<file path="src/rtl/butterfly_arb_pkg.sv">
// Shared types and helpers for the butterfly arbiter slice.
package butterfly_arb_pkg;

    localparam int unsigned BF_N = 32;

    // Index width that never collapses to zero bits.
    function automatic int clog2_min1(input int v);
        return (v <= 2) ? 1 : $clog2(v);
    endfunction

    // Butterfly operand message {ar,ac,br,bc,wr,wc}.
    typedef struct packed {
        logic [BF_N-1:0] ar;
        logic [BF_N-1:0] ac;
        logic [BF_N-1:0] br;
        logic [BF_N-1:0] bc;
        logic [BF_N-1:0] wr;
        logic [BF_N-1:0] wc;
    } bf_op_t;

    // Butterfly result message {cr,cc,dr,dc}.
    typedef struct packed {
        logic [BF_N-1:0] cr;
        logic [BF_N-1:0] cc;
        logic [BF_N-1:0] dr;
        logic [BF_N-1:0] dc;
    } bf_res_t;

endpackage

</file>
<file path="src/rtl/butterfly_tag_fifo.sv">
// In-order tag FIFO recording which requester owns each outstanding op.
module butterfly_tag_fifo
    import butterfly_arb_pkg::*;
#(
    parameter  int unsigned W     = 2,
    parameter  int unsigned DEPTH = 4,
    localparam int unsigned CW    = $clog2(DEPTH + 1)
) (
    input  logic          clk,
    input  logic          reset,
    input  logic          push,
    input  logic          pop,
    input  logic [W-1:0]  din,
    output logic [W-1:0]  dout,
    output logic          full,
    output logic          empty,
    output logic [CW-1:0] count
);

    localparam int unsigned PW = clog2_min1(DEPTH);

    logic [W-1:0]  r_mem [DEPTH];
    logic [PW-1:0] r_wr;
    logic [PW-1:0] r_rd;
    logic [CW-1:0] r_count;
    logic          w_push;
    logic          w_pop;

    // Pointer advance with wrap at DEPTH-1, so non-power-of-2 depths work.
    function automatic logic [PW-1:0] wrap_inc(input logic [PW-1:0] p);
        return (p == PW'(DEPTH - 1)) ? '0 : p + PW'(1);
    endfunction

    assign full   = (r_count == CW'(DEPTH));
    assign empty  = (r_count == '0);
    assign w_push = push & ~full;
    assign w_pop  = pop & ~empty;
    assign dout   = r_mem[r_rd];
    assign count  = r_count;

    // Pointers and occupancy; a simultaneous push and pop leaves count unchanged.
    always_ff @(posedge clk) begin
        if (!reset) begin
            r_wr    <= '0;
            r_rd    <= '0;
            r_count <= '0;
        end else begin
            if (w_push) r_wr <= wrap_inc(r_wr);
            if (w_pop)  r_rd <= wrap_inc(r_rd);
            case ({w_push, w_pop})
                2'b10:   r_count <= r_count + CW'(1);
                2'b01:   r_count <= r_count - CW'(1);
                default: r_count <= r_count;
            endcase
        end
    end

    // Tag storage; contents are meaningless once the pointers are cleared.
    always_ff @(posedge clk) begin
        if (w_push) r_mem[r_wr] <= din;
    end

endmodule

</file>
<file path="src/rtl/butterfly_arbiter.sv">
// Round-robin sharing of one butterfly unit among NREQ requesters, results routed by tag.
module butterfly_arbiter
    import butterfly_arb_pkg::*;
#(
    parameter int unsigned n     = 32,
    parameter int unsigned d     = 16,
    parameter int unsigned NREQ  = 4,
    parameter int unsigned DEPTH = 4
) (
    input  logic                   clk,
    input  logic                   reset,
    input  logic [NREQ-1:0]        recv_val,
    output logic [NREQ-1:0]        recv_rdy,
    input  logic [NREQ*6*n-1:0]    recv_msg,
    output logic [NREQ-1:0]        send_val,
    input  logic [NREQ-1:0]        send_rdy,
    output logic [4*n-1:0]         send_msg,
    output logic                   bf_recv_val,
    input  logic                   bf_recv_rdy,
    output logic [6*n-1:0]         bf_recv_msg,
    input  logic                   bf_send_val,
    output logic                   bf_send_rdy,
    input  logic [4*n-1:0]         bf_send_msg,
    output logic                   busy
);

    localparam int unsigned TW = clog2_min1(NREQ);
    localparam int unsigned OW = 6 * n;
    localparam int unsigned CW = $clog2(DEPTH + 1);

    // d only describes the fixed-point format carried through untouched.
    if (NREQ < 1 || DEPTH < 1 || d >= n) begin : g_param_check
        $error("butterfly_arbiter: invalid parameter set");
    end

    logic [TW-1:0] r_ptr;
    logic [TW-1:0] w_grant;
    logic [TW-1:0] w_idx;
    logic [TW-1:0] w_head;
    logic [CW-1:0] w_count;
    logic          w_any;
    logic          w_full;
    logic          w_empty;
    logic          w_issue;
    logic          w_pop;
    logic          w_ret_val;
    logic          w_head_rdy;

    assign w_any       = |recv_val;
    assign bf_recv_val = reset & w_any & ~w_full;
    assign w_issue     = bf_recv_val & bf_recv_rdy;
    assign w_ret_val   = reset & bf_send_val & ~w_empty;
    assign bf_send_rdy = reset & ~w_empty & w_head_rdy;
    assign w_pop       = bf_send_val & bf_send_rdy;
    assign send_msg    = bf_send_msg;
    assign busy        = reset & (w_count != '0);

    // Rotate-priority search starting at r_ptr; the last hit in the reversed scan is the nearest.
    always_comb begin
        w_grant = '0;
        w_idx   = '0;
        for (int k = int'(NREQ) - 1; k >= 0; k--) begin
            w_idx = TW'((int'(r_ptr) + k) % int'(NREQ));
            if (recv_val[w_idx]) w_grant = w_idx;
        end
    end

    // Operand mux and one-hot ready back to the granted requester only.
    always_comb begin
        bf_recv_msg = '0;
        recv_rdy    = '0;
        for (int i = 0; i < int'(NREQ); i++) begin
            if (w_any && w_grant == TW'(i)) begin
                bf_recv_msg = recv_msg[i*OW +: OW];
                recv_rdy[i] = w_issue;
            end
        end
    end

    // Result demux: only the head tag's requester sees valid, and only its ready counts.
    always_comb begin
        send_val   = '0;
        w_head_rdy = 1'b0;
        for (int i = 0; i < int'(NREQ); i++) begin
            if (w_head == TW'(i)) begin
                send_val[i] = w_ret_val;
                w_head_rdy  = send_rdy[i];
            end
        end
    end

    // Priority pointer moves past the winner only when an op actually issues.
    always_ff @(posedge clk) begin
        if (!reset) begin
            r_ptr <= '0;
        end else if (w_issue) begin
            r_ptr <= (w_grant == TW'(NREQ - 1)) ? '0 : w_grant + TW'(1);
        end
    end

    butterfly_tag_fifo #(
        .W     (TW),
        .DEPTH (DEPTH)
    ) u_tag_fifo (
        .clk   (clk),
        .reset (reset),
        .push  (w_issue),
        .pop   (w_pop),
        .din   (w_grant),
        .dout  (w_head),
        .full  (w_full),
        .empty (w_empty),
        .count (w_count)
    );

endmodule

</file>
<file path="config.mk">
export PLATFORM = sky130hd
export DESIGN_NAME = butterfly_arbiter
export DESIGN_NICKNAME = d
export VERILOG_FILES = /design/src/rtl/butterfly_arb_pkg.sv /design/src/rtl/butterfly_tag_fifo.sv /design/src/rtl/butterfly_arbiter.sv
export SDC_FILE = /design/constraint.sdc
export NUM_CORES = 1
export LEC_CHECK = 0
export CAP_MARGIN = 20
export CORE_AREA = 3 3 475 477
export CTS_BUF_LIST = sky130_fd_sc_hd__clkbuf_16
export DETAILED_ROUTE_END_ITERATION = 12
export DIE_AREA = 0 0 478 480
export GPL_TIMING_DRIVEN = 1
export PLACE_DENSITY = 0.33
export SLEW_MARGIN = 0
export SYNTH_ARGS = -nofsm -noshare
export SYNTH_HDL_FRONTEND = slang
export SYNTH_SLANG_ARGS = --single-unit
</file>
<file path="constraint.sdc">
create_clock -name clk -period 4.8 [get_ports clk]
set_clock_uncertainty 0.15 [all_clocks]
set_input_delay 0.72 -clock clk [delete_from_list [all_inputs] [get_ports clk]]
set_output_delay 0.72 -clock clk [all_outputs]
set_load 0.03 [all_outputs]
</file>
==> results of run 1 <==
## report_power, final
part           internal (mW)  leakage (nW)  total (mW)  switching, mW
logic                   2.52          7.14        5.15           2.63
clock network          0.112        0.0412       0.175         0.0635
registers              0.177         0.163       0.182        0.00510
total                   2.80          7.35        5.50           2.70
## layout make-up
cell class / instances / area, um^2
fillers: 25900 / 199000
repair buffers: 1132 / 12800
multi-input cells: 843 / 5240
well taps: 2975 / 3720
flip-flops and latches: 19 / 460
diodes: 44 / 110
clock buffers: 3 / 75.1
inverters: 15 / 56.3
clock inverters: 1 / 5.00
## tightest hold or removal path, stage by stage (launching register included)
cell                      delay (ns)
sky130_fd_sc_hd__dfxtp_1        0.32
sky130_fd_sc_hd__nand2_1        0.06
sky130_fd_sc_hd__mux2i_1        0.08
## placed cells by master (no fill, tap or decap), types with 2 or more instances in the layout
master	netlist	layout
sky130_fd_sc_hd__clkdlybuf4s50_1	0	788
sky130_fd_sc_hd__nand2_1	200	200
sky130_fd_sc_hd__o21ai_1	318	310
sky130_fd_sc_hd__and3_1	8	8
sky130_fd_sc_hd__ha_1	10	10
sky130_fd_sc_hd__dfxtp_1	11	11
sky130_fd_sc_hd__dlymetal6s2s_1	0	2
sky130_fd_sc_hd__nor2_1	10	10
sky130_fd_sc_hd__clkbuf_16	0	5
sky130_fd_sc_hd__edfxtp_1	8	8
sky130_fd_sc_hd__diode_2	0	44
sky130_fd_sc_hd__o21ai_0	67	64
sky130_fd_sc_hd__o21ai_2	0	10
sky130_fd_sc_hd__mux2i_1	4	4
sky130_fd_sc_hd__nor3_1	4	4
sky130_fd_sc_hd__buf_6	0	3
sky130_fd_sc_hd__a221o_1	192	192
sky130_fd_sc_hd__a21oi_1	7	7
sky130_fd_sc_hd__buf_16	0	3
sky130_fd_sc_hd__or3_1	2	2
sky130_fd_sc_hd__mux4_2	2	2
sky130_fd_sc_hd__inv_1	14	14
sky130_fd_sc_hd__buf_12	0	174
sky130_fd_sc_hd__buf_4	128	159
sky130_fd_sc_hd__xor2_1	2	2
sky130_fd_sc_hd__nor2b_4	0	3
## timing repair
action | 4_1_cts | 5_1_grt
cloned | 1 | 2
endpoints found under the setup margin | 43 | 84
resized for setup | 14 | 11
pin swaps | 2 | 2
setup buffers | 1 | 4
## routing by layer
layer	GRT usage	vias to the layer above	wire length, um	part of all wire
li1	-	6001	-	-
met2	0.250	1275	83400	0.48
met5	0.00973	-	1200	0.0069
met3	0.110	429	29700	0.17
met1	0.130	6416	54300	0.31
met4	0.0266	160	5300	0.030
## how the worst max path moves through the flow
| stage | start | to | slack (ns) | depth (start not counted) |
|---|---|---|---|---|
| after global routing | recv_val[0] | bf_recv_msg[107] | -0.01 | 14 |
| after CTS | recv_val[2] | bf_recv_msg[62] | 0.004 | 14 |
| after global placement | recv_val[2] | bf_recv_msg[54] | -0.36 | 14 |
| after floorplan | recv_val[2] | bf_recv_msg[11] | 0.80 | 11 |
| final | recv_val[0] | bf_recv_msg[90] | 0.11 | 14 |
| after detailed placement | recv_val[2] | bf_recv_msg[54] | -0.31 | 14 |
## cell families after synthesis
group	share of synthesized area
compound gates	0.554
xor+xnor	0.00246
fa+ha+maj	0.0204
buf+inv	0.212
flops	0.0647
mux	0.0135
simple gates	0.132
## stage by stage
stage | power, mW | instances
2_1_floorplan | 2.12 | 1132
3_3_place_gp | 5.34 | 4976
3_5_place_dp | 5.34 | 4976
4_1_cts | 5.58 | 4982
5_1_grt | 5.76 | 4999
6_report | 5.50 | 5032
==> out/qor.json, run 1 <==
{
  "status": {
    "outcome": "complete, no violations"
  },
  "clock_tree": {
    "clk_pin_slew_worst_paths_ns": 0.06,
    "h-tree-depth": 1,
    "insertion_delay_ns": 0.25,
    "tritoncts": "yes",
    "clockRootBuffer": "sky130_fd_sc_hd__clkbuf_16",
    "numCtsBuffers": 3,
    "postCtsHoldBufs": 0,
    "cts_max_path_buffers": 2,
    "cts.sinks": 19
  },
  "drt": {
    "antenna_left": 0,
    "num_vias": 14300,
    "final_wirelength_um": 174000,
    "avgViaCountPerCell": 2.84,
    "remaining_drc_errors": 0,
    "drt-initial-drc-count": 1074,
    "drt-pass1-iter-count": 5,
    "routed_len_inst_um": 34.6
  },
  "place": {
    "post_dp_cell_area_mm2": 0.0220,
    "numPortBuffers": 982,
    "routability_congestion_estimate_from_global_placement": 0.952,
    "dpl_worst_slack_ns": -0.311,
    "dp_hpwl_um": 160000
  },
  "worst_setup_path": {
    "worst_path_largest_cell_delay_ns": 0.48,
    "worst-r2r-cell-count": 10,
    "worst-endpoint-arrival_ns": 3.82,
    "timing.reg2reg.setup_slack_ns": 1.31,
    "cell_type_group_with_the_largest_total_delay_on_the_critical_path": "buffers and inverters",
    "regToRegEndpoint": "u_tag_fifo.count[2]",
    "critPathBufInv": 7,
    "timing.critical_path.slowest_stage_cell": "sky130_fd_sc_hd__clkdlybuf4s50_1",
    "crit_required_ns": 3.93,
    "timing.critical_path.from_type": "input port",
    "crit_path_max_fanout": 23,
    "worstSetupPathType": "in2out",
    "crit_chain": "clkdlybuf4s50_1, a221oi_1, o22ai_2, buf_4, ha_1, nor3b_4, buf_6, buf_16, buf_16, a221o_1, o21ai_1, o21ai_1, buf_4, buf_12",
    "cp-end-kind": "output port"
  },
  "final_layout": {
    "finish.net_count": 2933,
    "final_area_mm2": 0.0225,
    "final_layout_size_suffix_gt1_frac": 0.184,
    "layout-area-overhead-vs-synth_pct": 216,
    "finished_core_util": 0.101
  },
  "synthesis": {
    "area_share_of_the_leading_cell_type_in_the_synthesized_netlist": 0.270,
    "yosysWarningCount": 0,
    "synth_top_cell_by_area": "sky130_fd_sc_hd__a221o_1",
    "syn-cell-area_mm2": 0.00711,
    "flip_flop_and_latch_count_after_synthesis": 19,
    "sequential_cell_area_fraction_in_the_yosys_report": 0.0647,
    "synth.top_cells.by_count": "sky130_fd_sc_hd__o21ai_1, sky130_fd_sc_hd__nand2_1, sky130_fd_sc_hd__a221o_1, sky130_fd_sc_hd__buf_4, sky130_fd_sc_hd__clkbuf_1",
    "synth_fp_nets": 2051,
    "synth_cell_types": 36,
    "synthesis.instances": 1132,
    "postSynth.asyncResetShare": 0,
    "synth-main-ff-cell": "sky130_fd_sc_hd__dfxtp_1",
    "synth.top_cells.by_area": "sky130_fd_sc_hd__a221o_1, sky130_fd_sc_hd__o21ai_1, sky130_fd_sc_hd__buf_4",
    "postSynthAreaPerCell_um2": 6.28,
    "synth_edf_count": 8,
    "cell_with_the_most_instances_after_synthesis": "sky130_fd_sc_hd__o21ai_1"
  },
  "global_routing": {
    "grt.overflow.total": 0,
    "global_route_total_usage_across_every_layer": 0.142,
    "grt_antenna_before_repair": 233,
    "grt_first_pass_wirelength_um": 202000,
    "via_count_of_the_first_global_routing_pass": 14200,
    "grt_max_degree": 69
  },
  "sta": {
    "worst_pin_slew_ns": 0.675,
    "maxSlewViolCount": 0,
    "post-route-worst-setup-slack_ns": 0.113,
    "setup-violations-final": 0,
    "layout_min_cycle_time_ns": 4.69,
    "post_route_hold_slack_ns": 0.358,
    "final_hold_viol_count": 0,
    "clock.fmax_mhz": 213,
    "maxSlewHeadroom": 0.550,
    "timing.setup.tns_ns": 0,
    "finalCritPeriodShare": 0.977,
    "unrepaired_setup_endpoints_after_global_routing": "yes"
  },
  "min_path": {
    "hold_path.class": "reg2reg",
    "min_from": "u_tag_fifo.r_rd[1]",
    "whs_path_depth": 2,
    "min_to": "u_tag_fifo.r_rd[1]"
  },
  "die": {
    "floorplan.die_area_mm2": 0.229,
    "die_height_um": 480,
    "die_w_um": 478,
    "placement_rows": 173,
    "core_area_mm2": 0.222,
    "initial_core_util": 0.0321,
    "boundaryPins": 1239
  },
  "power": {
    "power_density_mw_per_mm2": 245,
    "static-leakage-power_nw": 7.35,
    "ir_drop_mv": 0.113
  },
  "job": {
    "maxCapViolCount": 0
  }
}
(Power assumes the default switching activity.)
==> inputs of run 2 (changes only) <==
- CORE_AREA: 3 3 475 477 -> 3 3 481 483
- DIE_AREA: 0 0 478 480 -> 0 0 484 486
- clock period: 4.8 -> 4.98 ns (I/O delays scaled with it)
==> run 2 against run 1 <==
  * Sequential share of layout area barely moved
  * Die area grew 2.5%
  * Clock power is 6% lower
  * Global-route usage is 0.26 points higher
  * Critical path depth stayed put
  * Combinational power down 6.0%
  * Total power is 6.0% lower
  * Utilization is 0.34 points lower
  * Register-to-register slack improved by 0.31 ns
  * Sequential power shrank 3%
  * Flip-flop and latch count unchanged
  * Cell count fell by 0.22%
==> out/qor.json, run 2 (synthesis results as in run 1) <==
{
  "worst_setup_path": {
    "worst_path_largest_cell_delay": {"value": 0.43, "unit": "ns", "change": "was 0.48 ns"},
    "worstSetupPathType": {"value": "in2out", "change": "unchanged"},
    "worst-r2r-cell-count": {"value": 10, "change": "unchanged"},
    "path_common_cell": "sky130_fd_sc_hd__buf_12",
    "timing.critical_path.from_type": {"value": "input port", "change": "unchanged"},
    "worst-endpoint-arrival": {"value": 4.01, "unit": "ns", "change": "was 3.82 ns"},
    "cp-end-kind": {"value": "output port", "change": "unchanged"},
    "timing.critical_path.slowest_stage_cell": {"value": "sky130_fd_sc_hd__clkdlybuf4s50_1", "change": "unchanged"},
    "crit_chain": {"value": "clkdlybuf4s50_1, buf_4, a221oi_1, o22ai_2, inv_1, ha_1, nor2b_4, buf_12, buf_12, a221o_1, o21ai_0, o21ai_2, buf_4, buf_12", "change": "was clkdlybuf4s50_1, a221oi_1, o22ai_2, buf_4, ha_1, nor3b_4, buf_6, buf_16, buf_16, a221o_1, o21ai_1, o21ai_1, buf_4, buf_12"},
    "crit_path_max_fanout": {"value": 30, "change": "was 23"},
    "crit_required": {"value": 4.08, "unit": "ns", "change": "was 3.93 ns"}
  },
  "global_routing": {
    "grt_max_degree": {"value": 92, "change": "was 69"},
    "grt.overflow.total": {"value": 0, "change": "unchanged"},
    "via_count_of_the_first_global_routing_pass": {"value": 14300, "change": "was 14200"},
    "global_route_total_usage_across_every_layer": {"value": 0.145, "change": "was 0.142"},
    "grt_first_pass_wirelength": {"value": 211000, "unit": "um", "change": "was 202000 um"},
    "grt_antenna_before_repair": {"value": 270, "change": "was 233"}
  },
  "sta": {
    "timing.setup.tns": {"value": 0, "unit": "ns", "change": "unchanged"},
    "setup-violations-final": {"value": 0, "change": "unchanged"},
    "layout_min_cycle_time_ns": 4.91,
    "final_hold_viol_count": {"value": 0, "change": "unchanged"},
    "maxSlewHeadroom": {"value": 0.531, "change": "was 0.550"},
    "clock.fmax_mhz": 204,
    "finalCritPeriodShare": 0.986,
    "unrepaired_setup_endpoints_after_global_routing": {"value": "no", "change": "was yes"},
    "worst_pin_slew": {"value": 0.704, "unit": "ns", "change": "was 0.675 ns"},
    "maxSlewViolCount": {"value": 0, "change": "unchanged"}
  },
  "power": {
    "ir_drop": {"value": 0.122, "unit": "mV", "change": "was 0.113 mV"},
    "p_int": {"value": 2.66, "unit": "mW", "change": "was 2.80 mW"},
    "power_frac_comb": {"value": 0.934, "change": "was 0.935"},
    "netSwitchingFraction": {"value": 0.487, "change": "was 0.491"},
    "switching_power": {"value": 2.52, "unit": "mW", "change": "was 2.70 mW"},
    "static-leakage-power": {"value": 7.15, "unit": "nW", "change": "was 7.35 nW"},
    "seq_power_share": {"value": 0.034, "change": "was 0.033"},
    "power_share_of_the_clock_group": {"value": 0.032, "change": "about the same"},
    "power_density": {"value": 233, "unit": "mW/mm^2", "change": "was 245 mW/mm^2"}
  },
  "die": {
    "boundaryPins": {"value": 1239, "change": "unchanged"},
    "die_w": {"value": 484, "unit": "um", "change": "was 478 um"},
    "die_height": {"value": 486, "unit": "um", "change": "was 480 um"},
    "core_area": {"value": 0.227, "unit": "mm^2", "change": "was 0.222 mm^2"},
    "floorplan.die_area": {"value": 0.235, "unit": "mm^2", "change": "was 0.229 mm^2"},
    "initial_core_util": {"value": 0.0313, "change": "was 0.0321"},
    "placement_rows": {"value": 175, "change": "was 173"}
  },
  "clock_tree": {
    "clk_pin_slew_worst_paths": {"value": 0.06, "unit": "ns", "change": "about the same"},
    "cts.sinks": {"value": 19, "change": "unchanged"},
    "postCtsHoldBufs": {"value": 0, "change": "unchanged"},
    "cts_max_path_buffers": {"value": 2, "change": "unchanged"},
    "numCtsBuffers": {"value": 3, "change": "unchanged"},
    "insertion_delay": {"value": 0.25, "unit": "ns", "change": "about the same"},
    "h-tree-depth": {"value": 1, "change": "unchanged"},
    "clockRootBuffer": {"value": "sky130_fd_sc_hd__clkbuf_16", "change": "unchanged"},
    "tritoncts": {"value": "yes", "change": "unchanged"}
  },
  "final_layout": {
    "layout-area-overhead-vs-synth": {"value": 212, "unit": "%", "change": "was 216%"},
    "ff_latch_area": {"value": 460, "unit": "um^2", "change": "unchanged"},
    "multi_input_comb_area": {"value": 0.00525, "unit": "mm^2", "change": "was 0.00524 mm^2"},
    "layout.filler_cells": {"value": 26500, "change": "was 25900"},
    "finished_core_util": {"value": 0.0978, "change": "was 0.101"},
    "final_layout_size_suffix_gt1_frac": {"value": 0.166, "change": "was 0.184"},
    "mostFrequentLayoutCell": {"value": "sky130_fd_sc_hd__clkdlybuf4s50_1", "change": "unchanged"},
    "finish.net_count": {"value": 2892, "change": "was 2933"},
    "final_cell_mix": {"value": "sky130_fd_sc_hd__clkdlybuf4s50_1, sky130_fd_sc_hd__o21ai_1, sky130_fd_sc_hd__nand2_1", "change": "unchanged"}
  },
  "drt": {
    "remaining_drc_errors": {"value": 0, "change": "unchanged"},
    "final_wirelength": {"value": 180000, "unit": "um", "change": "was 174000 um"},
    "antenna_left": {"value": 0, "change": "unchanged"},
    "drt-pass1-iter-count": {"value": 5, "change": "unchanged"},
    "num_vias": {"value": 14300, "change": "about the same"},
    "drt-initial-drc-count": {"value": 1082, "change": "was 1074"},
    "avgViaCountPerCell": {"value": 2.86, "change": "was 2.84"},
    "routed_len_inst": {"value": 35.8, "unit": "um", "change": "was 34.6 um"}
  },
  "place": {
    "dp_hpwl": {"value": 167000, "unit": "um", "change": "was 160000 um"},
    "numPortBuffers": {"value": 982, "change": "unchanged"},
    "routability_congestion_estimate_from_global_placement": {"value": 0.916, "change": "was 0.952"}
  },
  "status": {
    "outcome": {"value": "complete, no violations", "change": "unchanged"}
  },
  "min_path": {
    "hold_path.class": {"value": "reg2reg", "change": "unchanged"},
    "whs_path_depth": {"value": 2, "change": "unchanged"}
  },
  "job": {
    "maxCapViolCount": {"value": 0, "change": "unchanged"}
  }
}
[run 2: cell count changes in the layout (fill, tap and decap cells not counted), sizes merged]
cell | previous run | this run
clkbuf | 5 | 3
dlygate4sd2 | 0 | 1
diode | 44 | 40
dlymetal6s2s | 2 | 1
buf | 339 | 299
bufbuf | 1 | 2
[run 2: final timing paths]
| check | start | to | slack (ns) |
|---|---|---|---|
| setup / recovery | recv_val[2] | bf_recv_msg[17] | 0.07 |
| setup reg to reg | flip-flop | u_tag_fifo.count[2] | 1.62 |
| hold reg to reg | u_tag_fifo.r_wr[0] | u_tag_fifo.r_wr[0] | 0.36 |
| hold / removal | u_tag_fifo.r_wr[0] | u_tag_fifo.r_wr[0] | 0.36 |
[run 2: layout make-up]
cell class / count / share of cell area
repair buffers: 1091 / 0.563
clock buffers: 3 / 0.00338
clock inverters: 1 / 0.000225
inverters: 15 / 0.00253
multi-input cells: 843 / 0.236
diodes: 40 / 0.00450
flip-flops and latches: 19 / 0.0207
well taps: 3009 / 0.169
[run 2: per-stage QoR]
step                cell area, um^2  setup WS [ns]  hold slack, ns  instances  power (mW)
floorplan                      7110          0.930           0.304       1132        2.04
global placement              21900         -0.532           0.339       4973        5.04
detailed placement            21900         -0.519           0.353       4973        5.03
CTS                           22100         0.0594           0.360       4981        5.29
global route                  22100        0.00905           0.388       4984        5.39
finish                        22200         0.0694           0.358       5021        5.18
[run 2: power groups by stage]
stage	sequential (mW)	combinational [mW]	clock (mW)
final	0.176	4.84	0.164
after CTS	0.176	4.94	0.166
after floorplan	0.177	1.86	0
after global placement	0.178	4.86	0
after detailed placement	0.179	4.86	0
after global routing	0.176	5.04	0.173
[run 2: critical path: cells and delay by family]
kind                     cells  cell delay (ns)
adder cells (fa/ha/maj)      1             0.26
AO/OA/AOI/OAI                5             1.19
buffers and inverters        7             1.46
AND/OR/NAND/NOR              1             0.25
[run 2: routing by layer]
| metal | share of wire | vias to the layer above | track usage | wire length, um |
|---|---|---|---|---|
| met5 | 0.0078 | - | 0 | 1400 |
| met4 | 0.024 | 210 | 0.0199 | 4330 |
| met3 | 0.18 | 466 | 0.120 | 32300 |
| met2 | 0.48 | 1301 | 0.256 | 86500 |
| met1 | 0.31 | 6462 | 0.130 | 55000 |
| li1 | - | 5902 | - | - |
[run 2: repair_timing]
action / in CTS / in global routing
buffers inserted: 2 / 0
resized for setup: 17 / 2
pin swaps: 3 / 1
setup endpoints to repair: 17 / 17
gates cloned: 2 / 0
